==> src/rtl/powlib_cntr.sv <==
// powlib_cntr: single-clock up-counter with synchronous clear, optional saturating load
// and programmable wrap point. Optional simulation checks under `define POWLIB_CNTR_DBG_EN.
module powlib_cntr #(
    parameter int unsigned      W    = 4,
    parameter logic [W-1:0]     INIT = '0,
    parameter bit               ELD  = 1'b1,
    parameter logic [W-1:0]     MAX  = {W{1'b1}}
) (
    input  logic         clk,
    input  logic         rst,
    output logic [W-1:0] cntr,
    input  logic         adv,
    input  logic         clr,
    input  logic         ld,
    input  logic [W-1:0] nval,
    output logic         tc
);

    // adv is a single-cycle strobe: every cycle it is high while clr/ld are low
    // counts exactly one event; there is no back-pressure.
    logic [W-1:0] cntr_q;
    logic [W-1:0] cntr_nxt;
    logic [W-1:0] ld_val;
    logic         ld_en;
    logic         at_max;

    assign at_max = (cntr_q == MAX);

    generate
        if (ELD) begin : g_load
            assign ld_en  = ld;
            // Loads above the wrap point clamp to MAX so the counter stays in range.
            assign ld_val = (nval > MAX) ? MAX : nval;
        end else begin : g_noload
            logic unused_ld;
            assign unused_ld = ^{ld, nval};
            assign ld_en     = 1'b0;
            assign ld_val    = '0;
        end
    endgenerate

    // Priority below rst: clr > ld > adv > hold. Wrap returns to 0, not INIT.
    always_comb begin
        cntr_nxt = cntr_q;
        if (clr) begin
            cntr_nxt = INIT;
        end else if (ld_en) begin
            cntr_nxt = ld_val;
        end else if (adv) begin
            cntr_nxt = at_max ? '0 : cntr_q + W'(1);
        end
    end

    always_ff @(posedge clk) begin
        if (rst) begin
            cntr_q <= INIT;
        end else begin
            cntr_q <= cntr_nxt;
        end
    end

    assign cntr = cntr_q;
    assign tc   = at_max;

`ifdef POWLIB_CNTR_DBG_EN
    initial begin
        if ((INIT > MAX) || (W < 1)) begin
            $display("%m: illegal parameters W=%0d INIT=%0d MAX=%0d", W, INIT, MAX);
            $finish;
        end
    end

    always @(posedge clk) begin
        if (!rst && !clr && !ld_en && adv && at_max) begin
            $display("%m wrap");
        end
        if (!ELD && ld) begin
            $display("%m warning: ld asserted while load path is disabled");
        end
    end
`endif

endmodule

==> config.mk <==
export PLATFORM = sky130hd
export DESIGN_NAME = powlib_cntr
export DESIGN_NICKNAME = d
export VERILOG_FILES = /design/src/rtl/powlib_cntr.sv
export SDC_FILE = /design/constraint.sdc
export NUM_CORES = 1
export LEC_CHECK = 0
export ABC_AREA = 0
export CAP_MARGIN = 5
export CORE_AREA = 2 2 39 41
export DETAILED_ROUTE_END_ITERATION = 16
export DIE_AREA = 0 0 41 43
export HOLD_SLACK_MARGIN = 0.1
export REMOVE_ABC_BUFFERS = 1
export SYNTH_ARGS = -nofsm -noshare
export SYNTH_HDL_FRONTEND = slang
export SYNTH_SLANG_ARGS = --single-unit
==> constraint.sdc <==
create_clock -name clk -period 3.4 [get_ports clk]
set_input_delay 0.68 -clock clk [delete_from_list [all_inputs] [get_ports clk]]
set_output_delay 0.68 -clock clk [all_outputs]
set_load 0.02 [all_outputs]
==> impl_metrics.env <==
export IMPL_n_fill_cell=160
export IMPL_ys_seq_area_frac=0.332
export IMPL_htree_levels=1
export IMPL_power_density_nw_per_um2=338
export IMPL_critPathMaxFanout=5
export IMPL_setup_viol=0
export IMPL_startpoint="cntr[0]"
export IMPL_cts_setup_buffers=0
export IMPL_gp_congestion=0.698
export IMPL_crit_required_ns=2.72
export IMPL_portBuffers=13
export IMPL_die_area_sq_um=1760
export IMPL_path_clk_slew_ns=0.04
export IMPL_dieHeight_microns=43
export IMPL_crit_arrival_ns=1.63
export IMPL_endpoint_kind="output port"
export IMPL_cap_viol_max_count=0
export IMPL_num_vias=266
export IMPL_antenna_found_initial=0
export IMPL_syn_avg_cell_area_sq_um=8.94
export IMPL_cts_buffer_depth=2
export IMPL_hp_start="cntr[0]"
export IMPL_finalClockSkew_ns=0.00269
export IMPL_cts_tree="built"
export IMPL_core_area_sq_um=1380
export IMPL_hp_class="register to register"
export IMPL_drcViolationCount=0
export IMPL_dr_pass1_iters=4
export IMPL_grt_max_degree=7
export IMPL_startpoint_type="register"
export IMPL_start_util=0.175
export IMPL_postCtsResizedCells=0
export IMPL_rows=14
export IMPL_cp_slowest_stage_delay_ns=0.59
export IMPL_grt_pass1_vias=238
export IMPL_area_delta_synth_final_pct=71.5
export IMPL_dp_hpwl_microns=496
export IMPL_synthSimpleGateAreaFrac=0.244
export IMPL_yosysTopAreaCellShare=0.332
export IMPL_power_leakage_nw=0.152
export IMPL_period_minus_slack_ns=2.31
export IMPL_clock_latency_ns=0.24
export IMPL_async_reset_ff_frac=0
export IMPL_synth_xor_area_share=0.0725
export IMPL_ys_flop_type="dfxtp_1"
export IMPL_ios=14
export IMPL_crit_type="register to output port"
export IMPL_ys_types=18
export IMPL_yosys_warnings=0
export IMPL_worstPathCellList="ha_1 > nand3_1 > inv_1 > clkdlybuf4s50_1"
export IMPL_maxSlewViolCount=0
export IMPL_vdd_drop_max_v=0.0000972
export IMPL_tightest_slew_ns=0.260
export IMPL_synthTopCellsByCount="dfxtp_1 (4), nand3_1 (3), nor2_1 (3)"
export IMPL_outcome="finished clean"
export IMPL_grtUsageTotal=0.0963
export IMPL_fin_nets=55
export IMPL_ys_ff_latch=4
export IMPL_wl_microns=642
export IMPL_synth_top_family_by_area="simple AND/OR/NAND/NOR gates"
export IMPL_synth_adder_area_share=0.0518
export IMPL_overflow=0
export IMPL_postCtsHoldBufs=0
export IMPL_largest_reg_flops=4
export IMPL_synth_edf_count=0
export IMPL_n_antenna_cell=0
export IMPL_netlist_area_sq_um=241
export IMPL_layout_drive_gt1_share=0.163
export IMPL_yosys_area_top_type="dfxtp_1"
export IMPL_cts_buffers=3
export IMPL_cpMaxStageDelayCell="clkdlybuf4s50_1"
export IMPL_synth_compound_area_frac=0.228
export IMPL_synth_cells=27
export IMPL_rr_startpoint="cntr[0]"
export IMPL_slew_headroom=0.826
export IMPL_post_drt_wl_per_cell_microns=10.9
export IMPL_drtAntennaViolNets=0
export IMPL_fmax_mhz=434
export IMPL_synthMuxAreaShare=0.0415
export IMPL_drt_iter0_drc=2
export IMPL_power_mw=0.140
export IMPL_synth_area_leaders="dfxtp_1 (33%), a2111oi_2 (12%), xor2_1 (7.3%), nand3_1 (6.2%), ha_1 (5.2%)"
export IMPL_timing_hold_violations_final=0
export IMPL_tns_ns=0
export IMPL_fp_dieW_microns=41
export IMPL_yosysMostFrequentCell="dfxtp_1"
export IMPL_rsz0062_at_grt="false"
export IMPL_cts_sinks=4
export IMPL_finalCritPeriodShare=0.678
export IMPL_viasPerCell=4.51
export IMPL_grt_pass1_wl_microns=1010
export IMPL_clock_root_buffer="clkbuf_4"
[cells in the final DEF (no fill, tap or decap)]
master / synthesis / layout
nor3b_1: 1 / 1
nand2b_2: 1 / 1
a21oi_1: 1 / 1
nand3_1: 3 / 3
mux2i_1: 1 / 1
a2111oi_2: 2 / 2
clkdlybuf4s50_1: 0 / 13
dfxtp_1: 4 / 4
nand3b_1: 1 / 1
nor3_1: 1 / 1
o32ai_1: 1 / 1
nor2_1: 3 / 3
nand2_1: 1 / 1
clkbuf_4: 0 / 3
ha_1: 1 / 1
a31oi_1: 1 / 1
o21ai_0: 1 / 1
inv_1: 1 / 1
inv_2: 1 / 1
xor2_1: 2 / 2
[kinds of logic after synthesis]
| kind of cell | Yosys count |
|---|---|
| AO/OA/AOI/OAI | 6 |
| XOR/XNOR | 2 |
| adder cells (fa/ha/maj) | 1 |
| buffers and inverters | 2 |
| flip-flops | 4 |
| multiplexers | 1 |
| AND/OR/NAND/NOR | 11 |
[routing by layer]
layer | vias to the layer above | track usage | wire [microns]
li1 | 137 | - | -
met1 | 111 | 0.109 | 313
met2 | 14 | 0.100 | 225
met3 | 4 | 0.0471 | 64
met4 | 0 | 0.140 | 39
met5 | - | 0 | 0
[through the flow]
stage                     hold WS [ns]  std cells  utilization  setup WS [ns]  area (sq um)
after global placement           0.533         56        0.283           1.36           392
final                            0.546         59        0.299           1.09           414
after floorplan                  0.593         27            -           1.75           241
after CTS                        0.552         59        0.299           1.08           414
after global routing             0.585         59        0.299          0.973           414
after detailed placement         0.541         56        0.283           1.35           392
[cell type report]
type,count,area (sq um),area share
well taps,16,20.0,0.0483
inverters,2,7.51,0.0181
repair buffers,13,130,0.314
clock buffers,3,22.5,0.0544
multi-input cells,21,154,0.372
flip-flops and latches,4,80.1,0.193
[final timing paths]
| check | slack, ns | end | cells past startpoint |
|---|---|---|---|
| worst max-delay path | 1.09 | tc | 4 |
| worst min-delay path | 0.55 | cntr[0] | 2 |
| worst max register to register | 2.14 | cntr[2] | 4 |
| worst min register to register | 0.55 | cntr[0] | 2 |
[where the power goes]
group          leakage [nW]  internal (mW)  switching (mW)  total, mW
clock network        0.0138         0.0395          0.0202     0.0597
logic                 0.106         0.0163          0.0121     0.0284
registers            0.0328         0.0493         0.00256     0.0519
total                 0.152          0.105          0.0348      0.140
[critical path: cells and delay by family (launching register included)]
kind / cells / cell delay [ns]
simple gates: 1 / 0.13
flops: 1 / 0.39
buf+inv: 2 / 0.67
fa+ha+maj: 1 / 0.19
Power figures use the tool's default switching activity.
